File: config.mk
export PLATFORM = sky130hd
export DESIGN_NAME = stream_mux
export DESIGN_NICKNAME = d
export VERILOG_FILES = /design/src/rtl/stream_mux.sv
export SDC_FILE = /design/constraint.sdc
export NUM_CORES = 1
export LEC_CHECK = 0
export BUFFER_PORTS_ARGS = -buffer_cell sky130_fd_sc_hd__buf_2
export CAP_MARGIN = 20
export CORE_MARGIN = 1
export CORE_UTILIZATION = 43
export CTS_BUF_LIST = sky130_fd_sc_hd__clkbuf_16
export DETAILED_ROUTE_END_ITERATION = 7
export PLACE_DENSITY = 0.9
export SLEW_MARGIN = 20
export SYNTH_ARGS = -nofsm -noshare
export SYNTH_HDL_FRONTEND = slang
export SYNTH_SLANG_ARGS = --single-unit
File: constraint.sdc
create_clock -name clk -period 4.2 [get_ports clk]
set_input_delay 1.26 -clock clk [delete_from_list [all_inputs] [get_ports clk]]
set_output_delay 1.26 -clock clk [all_outputs]
set_load 0.01 [all_outputs]
File: src/rtl/stream_mux.sv
// rtl/stream_mux.sv - N-to-1 stream mux with fixed/round-robin grant and one-entry output register
// Round-robin mode and its pointer are compiled in only when STREAM_MUX_RR_EN is defined.
module stream_mux #(
    parameter int WIDTH  = 32,
    parameter int NUM_IN = 4,
    parameter int SEL_W  = 2
) (
    input  logic                    clk,
    input  logic                    reset,
    input  logic [NUM_IN*WIDTH-1:0] in_data,
    input  logic [NUM_IN-1:0]       in_valid,
    output logic [NUM_IN-1:0]       in_ready,
    input  logic [SEL_W-1:0]        sel,
    input  logic                    mode,
    output logic [WIDTH-1:0]        out_data,
    output logic                    out_valid,
    input  logic                    out_ready,
    output logic [SEL_W-1:0]        out_chan
);
    typedef enum logic {EMPTY = 1'b0, FULL = 1'b1} state_t;

    state_t           state_q;
    logic [WIDTH-1:0] data_q;
    logic [SEL_W-1:0] chan_q;

    logic             accept;
    logic             fix_gnt;
    logic [SEL_W-1:0] fix_idx;
    logic             gnt;
    logic [SEL_W-1:0] gnt_idx;
    logic             xfer;
    logic [WIDTH-1:0] gnt_data;

    // An out-of-range sel never matches any index, so nothing is granted.
    always_comb begin
        fix_gnt = 1'b0;
        fix_idx = '0;
        for (int i = 0; i < NUM_IN; i++) begin
            if (sel == SEL_W'(i) && in_valid[i]) begin
                fix_gnt = 1'b1;
                fix_idx = SEL_W'(i);
            end
        end
    end

`ifdef STREAM_MUX_RR_EN
    logic [SEL_W-1:0] ptr_q;
    logic [SEL_W-1:0] ptr_d;
    logic             hi_gnt;
    logic             lo_gnt;
    logic [SEL_W-1:0] hi_idx;
    logic [SEL_W-1:0] lo_idx;

    // Lowest valid index at/above ptr wins; otherwise wrap to the lowest valid below ptr.
    always_comb begin
        hi_gnt = 1'b0;
        lo_gnt = 1'b0;
        hi_idx = '0;
        lo_idx = '0;
        for (int i = NUM_IN - 1; i >= 0; i--) begin
            if (in_valid[i]) begin
                if (SEL_W'(i) >= ptr_q) begin
                    hi_gnt = 1'b1;
                    hi_idx = SEL_W'(i);
                end else begin
                    lo_gnt = 1'b1;
                    lo_idx = SEL_W'(i);
                end
            end
        end
    end

    always_comb begin
        if (mode) begin
            gnt     = hi_gnt || lo_gnt;
            gnt_idx = hi_gnt ? hi_idx : lo_idx;
        end else begin
            gnt     = fix_gnt;
            gnt_idx = fix_idx;
        end
    end

    always_comb begin
        ptr_d = ptr_q;
        if (xfer && mode) begin
            ptr_d = (gnt_idx == SEL_W'(NUM_IN - 1)) ? '0 : gnt_idx + 1'b1;
        end
    end

    always_ff @(posedge clk) begin
        if (reset) begin
            ptr_q <= '0;
        end else begin
            ptr_q <= ptr_d;
        end
    end
`else
    logic unused_mode;
    assign unused_mode = mode;
    assign gnt         = fix_gnt;
    assign gnt_idx     = fix_idx;
`endif

    assign accept = (state_q == EMPTY) || out_ready;
    assign xfer   = gnt && accept && !reset;

    always_comb begin
        in_ready = '0;
        gnt_data = '0;
        for (int i = 0; i < NUM_IN; i++) begin
            if (gnt_idx == SEL_W'(i)) begin
                in_ready[i] = xfer;
                gnt_data    = in_data[i*WIDTH +: WIDTH];
            end
        end
    end

    always_ff @(posedge clk) begin
        if (reset) begin
            state_q <= EMPTY;
            data_q  <= '0;
            chan_q  <= '0;
        end else if (xfer) begin
            state_q <= FULL;
            data_q  <= gnt_data;
            chan_q  <= gnt_idx;
        end else if (out_ready) begin
            state_q <= EMPTY;
        end
    end

    assign out_valid = (state_q == FULL);
    assign out_data  = data_q;
    assign out_chan  = chan_q;
endmodule

==> impl_metrics.py, run 1 <==
metrics = {
    "worst_setup_path": {
        "reg2reg_from": "out_valid",
        "crit_top_cell": "buf_2",
        "cp_cell_sequence": "buf_2, mux2i_1, nor2b_1, nor3_1, buf_2",
        "end_kind": "output pin",
        "crit_arrival_ps": 2460,
        "reg2reg_slack_ps": 2660,
        "reg2reg_to": "out_data[0]",
        "cp.required_ps": 2940,
        "worstSetupPathType": "input port to output pin",
        "crit_path_start": "sel[0]",
        "ff2ff_path_depth": 4,
        "slowest_stage": "mux2i_1",
        "cp_max_fo": 14,
        "cp_num_buf_inv": 2,
        "cp-start-kind": "input port",
        "path_delay_family": "multiplexers",
        "cp_slowest_stage_delay_ps": 430,
    },
    "die": {
        "fp.dieArea_mm2": 0.00547,
        "dieHeight_um": 74.0,
        "initial_utilization_pct": 46.0,
        "io_pins": 177,
        "rows": 25,
        "die_x_um": 74.0,
        "core-area_mm2": 0.00485,
    },
    "final_layout": {
        "area_growth_pct": 45.9,
        "final_util_pct": 67.0,
        "n_antenna_cell": 0,
        "layout-drive-gt1-share_pct": 40.7,
        "mostFrequentLayoutCell": "buf_2",
        "mostFrequentLayoutCells": "175 x buf_2, 62 x nand2_1, 46 x o21ai_0, 36 x a21oi_1, 35 x dfxtp_1",
        "postLayoutCellArea_mm2": 0.00325,
        "fin_nets": 611,
    },
    "place": {
        "place_hpwl_um": 5690,
        "globalplace.congestion": 0.833,
        "io_buffers": 175,
        "placed_area_mm2": 0.00309,
    },
    "global_routing": {
        "grt_antenna_before_repair": 0,
        "grt_max_degree": 64,
        "grt_usage_pct": 27.2,
        "grt_pass1_wl_um": 11600,
        "grt_overflow": 0,
        "grt_pass1_vias": 2676,
    },
    "drt": {
        "wl_um": 7850,
        "vias": 2985,
        "wl_per_cell_um": 14.5,
        "first_pass_iters": 4,
        "drc_errors": 0,
        "drtIter0Drc": 229,
        "vias_per_cell": 5.52,
        "ant_nets": 0,
    },
    "logic_synthesis": {
        "yosysTopAreaCellShare_pct": 31.4,
        "synth_area_per_cell_um2": 7.07,
        "synth_top_cell_by_area": "dfxtp_1",
        "yosys_warnings": 0,
        "ys_types": 28,
        "synthTopCellsByArea": "dfxtp_1 31%, nand2_1 10%, o21ai_0 10%",
        "ys_seq_area_share_pct": 31.4,
        "syn-num-nets": 453,
        "netlist_area_mm2": 0.00223,
        "ys_async_sr_fraction_pct": 0,
        "synth_edf_count": 0,
        "syn_inst": 315,
        "synth_ff_type": "dfxtp_1",
        "ys_ff_latch": 35,
    },
    "power_and_ir_drop": {
        "p_per_area_mw_per_mm2": 324,
        "ir_drop_v": 0.000185,
        "leakagePower_nw": 1.72,
    },
    "sta": {
        "rsz0062_at_grt": "false",
        "hold_viol": 0,
        "tightest_slew_ps": 624,
        "slew_violations": 0,
        "setup_tns_ps": 0,
        "finClkSkew_ps": 3.48,
        "max_clock_freq_mhz": 269,
        "finalSetupViolCount": 0,
        "slew_headroom_pct": 58.4,
        "fin_crit_ps": 3720,
        "finalCritPeriodShare_pct": 88.6,
    },
    "worst_hold_path": {
        "min_path_cells": 2,
        "min_from": "out_chan[1]",
        "hold_path.class": "register to register",
        "min_to": "out_chan[1]",
    },
    "clocking": {
        "cts_tree": "yes",
        "post_cts_buffers": 0,
        "cts_sinks": 35,
        "h-tree-depth": 2,
        "clk-insertion-delay-late_ps": 270,
        "numCtsBuffers": 5,
        "clk_path_buf_depth": 2,
        "ctsResizeCount": 0,
        "root_buffer": "clkbuf_16",
        "path_clk_slew_ps": 50,
        "cts.hold.buffers_added": 0,
    },
    "run": {
        "drv_cap": 0,
    },
    "outcome": {
        "status": "completed",
    },
}
worst reg2reg max path, cell delays in order (launching register included):
cell,delay (ps)
dfxtp_1,320
nand2b_1,110
and3_4,580
nand3_1,170
o221a_1,250
worst max path at each step:
stage                        endpoint  slack [ps]  cells after the start
after detailed placement  in_ready[0]         490                      5
final                     in_ready[0]         480                      5
after global placement    in_ready[0]         510                      5
after floorplan           in_ready[0]         700                      4
after global routing      in_ready[0]         370                      5
after CTS                 in_ready[0]         500                      5
cells by family after synthesis:
| kind of cell | after synthesis | synth area share [%] |
|---|---|---|
| AO/OA/AOI/OAI | 152 | 41.3 |
| AND/OR/NAND/NOR | 92 | 17.9 |
| flip-flops | 35 | 31.4 |
| buffers and inverters | 33 | 7.41 |
| multiplexers | 3 | 1.91 |
state kept, by name, indices dropped and copies added, names as in the netlist:
signal     count
out_valid      1
out_data      32
out_chan       2
power breakdown:
group | switching, W | leakage [nW] | internal [W]
Combinational | 0.000139 | 1.35 | 0.000127
Sequential | 0.0000156 | 0.289 | 0.000364
Clock | 0.000131 | 0.0812 | 0.000276
Total | 0.000286 | 1.72 | 0.000767
stage by stage:
stage | hold WS, ps | std cells | total power, W | setup slack [ps]
6_report | 493 | 541 | 0.00105 | 478
5_1_grt | 528 | 541 | 0.00111 | 374
4_1_cts | 495 | 541 | 0.00106 | 496
3_5_place_dp | 483 | 533 | 0.000650 | 489
3_3_place_gp | 469 | 533 | 0.000641 | 510
2_1_floorplan | 482 | 315 | 0.000532 | 704
layer usage:
layer  global-route usage [%]  wire (µm)
met5                        0          0
met4                     8.97         97
met3                     5.28        724
met2                     51.5       3900
met1                     30.3       3120
layout make-up:
class / instances / area (µm²)
Sequential cell: 35 / 701
Tap cell: 67 / 83.8
Clock inverter: 3 / 38.8
Clock buffer: 5 / 125
Timing Repair Buffer: 183 / 936
Fill cell: 416 / 1600
Multi-Input combinational cell: 247 / 1360
Inverter: 1 / 3.75
cell usage after synthesis (2+ instances only):
master,instances
buf_6,4
nand3b_1,2
nand2_1,62
mux2i_1,2
o221a_1,4
and3b_1,2
a221oi_1,3
clkbuf_1,18
buf_2,9
dfxtp_1,35
nor2b_1,2
o21ai_1,4
nor2_1,6
a22oi_1,4
o21ai_0,46
nand3_1,14
a21oi_1,36
a31oi_1,25
a21o_1,28
Power figures use the tool's default switching activity.
==> run 2: changes to the inputs <==
Settings changed: CORE_ASPECT_RATIO set to 1.4.
==> run 2 against run 1 <==
Against the previous run:
- clock-buffer cell count stayed put
- critical endpoint unchanged
- die area about the same
- critical path depth did not move
- register-to-register slack about the same
- highest routed layer unchanged
- sequential cell count unchanged
==> impl_metrics.py, run 2 (synthesized netlist as in run 1, its figures left out) <==
metrics = {
    "power_and_ir_drop": {
        "p_clk_share_pct": 35.0,
        "p_sw_share_pct": 29.0,
        "p_int_w": 0.000708,
        "leakagePower_nw": 1.71,
        "power.switching_w": 0.000289,
        "p_comb_share_pct": 26.8,
        "p_seq_share_pct": 38.1,
        "p_per_area_mw_per_mm2": 308,
        "ir_drop_v": 0.000243,
    },
    "worst_setup_path": {
        "cp_num_buf_inv": 2,
        "cp_max_fo": 9,
        "reg2reg_slack_ps": 2660,
        "slowest_stage": "mux4_2",
        "cp_cell_sequence": "buf_2, mux4_2, nand3_1, nor3_1, buf_2",
        "crit_top_cell": "buf_2",
        "cp-start-kind": "input port",
        "crit_arrival_ps": 2420,
        "end_kind": "output pin",
        "cp_slowest_stage_delay_ps": 520,
        "cp.required_ps": 2940,
        "worstSetupPathType": "input port to output pin",
        "path_delay_family": "multiplexers",
    },
    "sta": {
        "slew_violations": 0,
        "finalSetupViolCount": 0,
        "hold_viol": 0,
        "fin_crit_ps": 3680,
        "setup_tns_ps": 0,
        "max_clock_freq_mhz": 272,
        "finClkSkew_ps": 1.48,
        "rsz0062_at_grt": "false",
        "slew_headroom_pct": 58.1,
        "finalCritPeriodShare_pct": 87.6,
        "tightest_slew_ps": 629,
    },
    "global_routing": {
        "use_met3_pct": 4.19,
        "met2_usage_pct": 53.6,
        "grt_pass1_wl_um": 12400,
        "grt_antenna_before_repair": 0,
        "grt_pass1_vias": 2787,
        "grt_overflow": 0,
        "grt_usage_pct": 28.7,
        "grt_max_degree": 64,
        "grt_util_met1_pct": 31.6,
        "grt-busiest-layer": "met2",
    },
    "worst_hold_path": {
        "hold_path.class": "register to register",
    },
    "place": {
        "placed_area_mm2": 0.00309,
        "place_hpwl_um": 5740,
        "io_buffers": 175,
        "globalplace.congestion": 0.879,
    },
    "die": {
        "dieHeight_um": 87.2,
        "initial_utilization_pct": 45.3,
        "fp.dieArea_mm2": 0.00548,
        "rows": 30,
        "core-area_mm2": 0.00492,
        "die_x_um": 62.8,
        "io_pins": 177,
    },
    "final_layout": {
        "fill_cells": 461,
        "layout-drive-gt1-share_pct": 41.1,
        "n_antenna_cell": 0,
        "mostFrequentLayoutCell": "buf_2",
        "fin_nets": 612,
        "area_growth_pct": 45.0,
        "postLayoutCellArea_mm2": 0.00323,
        "mostFrequentLayoutCells": "175 x buf_2, 62 x nand2_1, 46 x o21ai_0, 36 x a21oi_1, 35 x dfxtp_1",
        "largest_reg_flops": 32,
    },
    "run": {
        "drv_cap": 0,
    },
    "clocking": {
        "post_cts_buffers": 0,
        "clk-insertion-delay-late_ps": 270,
        "path_clk_slew_ps": 50,
        "cts.hold.buffers_added": 0,
        "clk_path_buf_depth": 2,
        "numCtsBuffers": 5,
        "root_buffer": "clkbuf_16",
        "cts_sinks": 35,
        "cts_tree": "yes",
        "h-tree-depth": 2,
        "ctsResizeCount": 0,
    },
    "drt": {
        "vias_per_cell": 5.51,
        "wl_um": 8050,
        "ant_nets": 0,
        "drtIter0Drc": 258,
        "first_pass_iters": 5,
        "wl_per_cell_um": 14.9,
        "vias": 2970,
        "drc_errors": 0,
    },
    "outcome": {
        "status": "completed",
    },
}
[run 2: cell count changes in the layout (fill, tap and decap cells not counted)]
cell	previous run	this run
clkinv_1	1	0
bufinv_16	1	0
buf_4	8	9
clkinv_2	1	3
[run 2: worst paths after layout]
kind,cells after the start,from,endpoint
hold reg to reg,2,out_chan[1],out_chan[1]
setup / recovery,5,in_valid[1],in_ready[0]
hold / removal,2,out_chan[1],out_chan[1]
setup reg to reg,4,out_valid,out_data[7]
[run 2: through the flow]
stage / hold slack [ps] / instances / total power [W] / setup slack, ps / util [%]
floorplan: 482 / 315 / 0.000532 / 704 / -
global placement: 465 / 531 / 0.000642 / 557 / 62.8
detailed placement: 483 / 531 / 0.000650 / 549 / 62.8
CTS: 490 / 539 / 0.00100 / 541 / 65.7
global route: 517 / 539 / 0.00105 / 462 / 65.7
finish: 486 / 539 / 0.000997 / 520 / 65.7
[run 2: layout make-up]
cell class	instances	area [µm²]	area share, %
inverter	1	3.75	0.116
multi-input combinational	247	1360	42.2
timing repair buffer	184	943	29.2
clock buffer	5	125	3.87
clock inverter	3	15.0	0.465
sequential	35	701	21.7
tap	64	80.1	2.48
[run 2: metal layers]
metal,share of wire [%],vias up
li1,-,1455
met1,39,1335
met2,52,154
met3,6.4,26
met4,3.3,0
met5,0,-
[run 2: power by group through the flow]
| stage | Sequential (W) | Combinational, W | Clock, W |
|---|---|---|---|
| floorplan | 0.000400 | 0.000132 | 0 |
| global route | 0.000383 | 0.000293 | 0.000370 |
| global placement | 0.000384 | 0.000257 | 0 |
| detailed placement | 0.000386 | 0.000265 | 0 |
| finish | 0.000380 | 0.000268 | 0.000349 |
| CTS | 0.000380 | 0.000267 | 0.000357 |
[run 2: worst reg2reg max path: stages (launching register included)]
cell	delay (ps)
dfxtp_1	330
nand2b_1	110
and3_4	580
nand3_1	160
o221a_1	240
==> run 3: changes to the inputs <==
Settings changed: RECOVER_POWER set to 100.
==> run 3 against run 2 <==
Against the previous run:
- final cell count is the same
- non-clock buffer count unchanged
- fmax is 3.0% lower
- clock skew about the same
- setup slack got worse by 110 ps
- total power fell by 0.95%
- sequential share of layout area grew 0.43 points
- clock power is essentially flat
- cell area fell by 1.9%
- hold slack better by 4.4 ps
==> impl_metrics.py, run 3 (synthesized netlist as in run 1, its figures left out) <==
metrics = {
    "sta": {
        "setup_slack_ps": 408,
        "slew_violations": 0,
        "tightest_slew_ps": 871,
        "fin_crit_ps": 3790,
        "finalCritPeriodShare_pct": 90.3,
        "finalSetupViolCount": 0,
        "max_clock_freq_mhz": 264,
        "finClkSkew_ps": 1.66,
        "slew_headroom_pct": 42.0,
        "hold_viol": 0,
        "setup_tns_ps": 0,
        "rsz0062_at_grt": "false",
    },
    "final_layout": {
        "n_antenna_cell": 0,
        "area_growth_pct": 42.2,
        "fill_cells": 482,
        "mostFrequentLayoutCell": "buf_2",
        "largest_reg_flops": 32,
        "layout-drive-gt1-share_pct": 31.8,
        "fin_nets": 612,
        "mostFrequentLayoutCells": "134 x buf_2, 62 x nand2_1, 49 x o21ai_0, 44 x clkbuf_1, 36 x a21oi_1",
    },
    "power_and_ir_drop": {
        "p_comb_share_pct": 26.1,
        "p_per_area_mw_per_mm2": 312,
        "p_clk_share_pct": 35.3,
        "ir_drop_v": 0.000242,
        "p_sw_share_pct": 29.3,
        "leakagePower_nw": 1.54,
        "p_int_w": 0.000698,
        "p_seq_share_pct": 38.6,
        "power.switching_w": 0.000289,
    },
    "worst_setup_path": {
        "worstSetupPathType": "input port to output pin",
        "cp.required_ps": 2940,
        "cp_num_buf_inv": 2,
        "crit_path_end": "in_ready[0]",
        "cp_max_fo": 9,
        "ff2ff_path_depth": 4,
        "path_depth": 5,
        "reg2reg_from": "out_valid",
        "crit_top_cell": "clkbuf_1",
        "cp_cell_sequence": "clkbuf_1, mux4_2, nand3_1, nor3_1, clkbuf_1",
        "slowest_stage": "mux4_2",
        "cp_slowest_stage_delay_ps": 360,
        "reg2reg_to": "out_data[7]",
        "path_delay_family": "buffers and inverters",
        "crit_path_start": "in_valid[1]",
        "reg2reg_slack_ps": 2670,
        "crit_arrival_ps": 2530,
        "cp-start-kind": "input port",
        "end_kind": "output pin",
    },
    "worst_hold_path": {
        "min_path_cells": 2,
        "min_from": "out_chan[1]",
        "hold_path.class": "register to register",
    },
    "drt": {
        "drtIter0Drc": 271,
        "wl_um": 8030,
        "wl_per_cell_um": 14.9,
        "drc_errors": 0,
        "vias_per_cell": 5.52,
        "vias": 2974,
        "ant_nets": 0,
        "first_pass_iters": 4,
    },
    "clocking": {
        "clk-insertion-delay-late_ps": 270,
        "path_clk_slew_ps": 50,
        "root_buffer": "clkbuf_16",
        "numCtsBuffers": 5,
        "cts_sinks": 35,
        "cts.hold.buffers_added": 0,
        "clk_path_buf_depth": 2,
        "h-tree-depth": 2,
        "post_cts_buffers": 0,
        "ctsResizeCount": 0,
        "cts_tree": "yes",
    },
    "die": {
        "rows": 30,
        "dieHeight_um": 87.2,
        "core-area_mm2": 0.00492,
        "fp.dieArea_mm2": 0.00548,
        "initial_utilization_pct": 45.3,
        "io_pins": 177,
        "die_x_um": 62.8,
    },
    "run": {
        "drv_cap": 0,
    },
    "place": {
        "dp_slack_ps": 549,
        "place_hpwl_um": 5740,
        "globalplace.congestion": 0.879,
        "io_buffers": 175,
    },
    "global_routing": {
        "grt_overflow": 0,
        "grt_antenna_before_repair": 0,
        "grt_usage_pct": 28.7,
        "grt_pass1_vias": 2787,
        "grt_max_degree": 64,
        "grt_pass1_wl_um": 12400,
    },
    "outcome": {
        "status": "completed",
    },
}
[run 3: changes by cell type in the layout (fill, tap and decap cells not counted), sizes merged]
cell / change
clkbuf: +44
buf: -44
[run 3: stage by stage]
step	hold WS [ps]	power [W]	instances	area [µm²]	util (%)
after detailed placement	483	0.000650	531	3090	62.8
after global routing	520	0.00104	539	3170	64.4
after global placement	465	0.000642	531	3090	62.8
after floorplan	482	0.000532	315	2230	-
after CTS	490	0.00100	539	3230	65.7
final	491	0.000987	539	3170	64.4
[run 3: metal layers]
metal  part of all wire, %  vias up  global-route usage (%)
met5                     0        -                       0
met4                   3.4        0                    13.5
met3                   6.7       26                    4.19
met2                    52      152                    53.6
met1                    38     1340                    31.6
li1                      -     1456                       -
[run 3: worst register-to-register path, cell delays in order, from the launching register on]
cell and delay [ps]:
dfxtp_1 330, nand2b_1 120, and3_4 580, nand3_1 160
o221a_1 240
[run 3: power by group through the flow]
stage / clock, W / sequential, W / combinational (W)
after floorplan: 0 / 0.000400 / 0.000132
after global placement: 0 / 0.000384 / 0.000257
after detailed placement: 0 / 0.000386 / 0.000265
after CTS: 0.000357 / 0.000380 / 0.000267
after global routing: 0.000370 / 0.000384 / 0.000283
final: 0.000349 / 0.000381 / 0.000257
[run 3: layout make-up]
| type | instances | area, µm² | area share [%] |
|---|---|---|---|
| Clock buffer | 5 | 125 | 3.95 |
| Inverter | 1 | 3.75 | 0.118 |
| Multi-Input combinational cell | 247 | 1360 | 43.0 |
| Tap cell | 64 | 80.1 | 2.53 |
| Timing Repair Buffer | 184 | 881 | 27.8 |
| Sequential cell | 35 | 701 | 22.1 |
| Clock inverter | 3 | 15.0 | 0.474 |
[run 3: how the worst min path moves through the flow]
stage / endpoint / slack, ps
finish: out_chan[1] / 490
global route: out_chan[1] / 520
CTS: out_chan[1] / 490
detailed placement: out_chan[1] / 480
global placement: out_chan[1] / 470
floorplan: out_chan[1] / 480
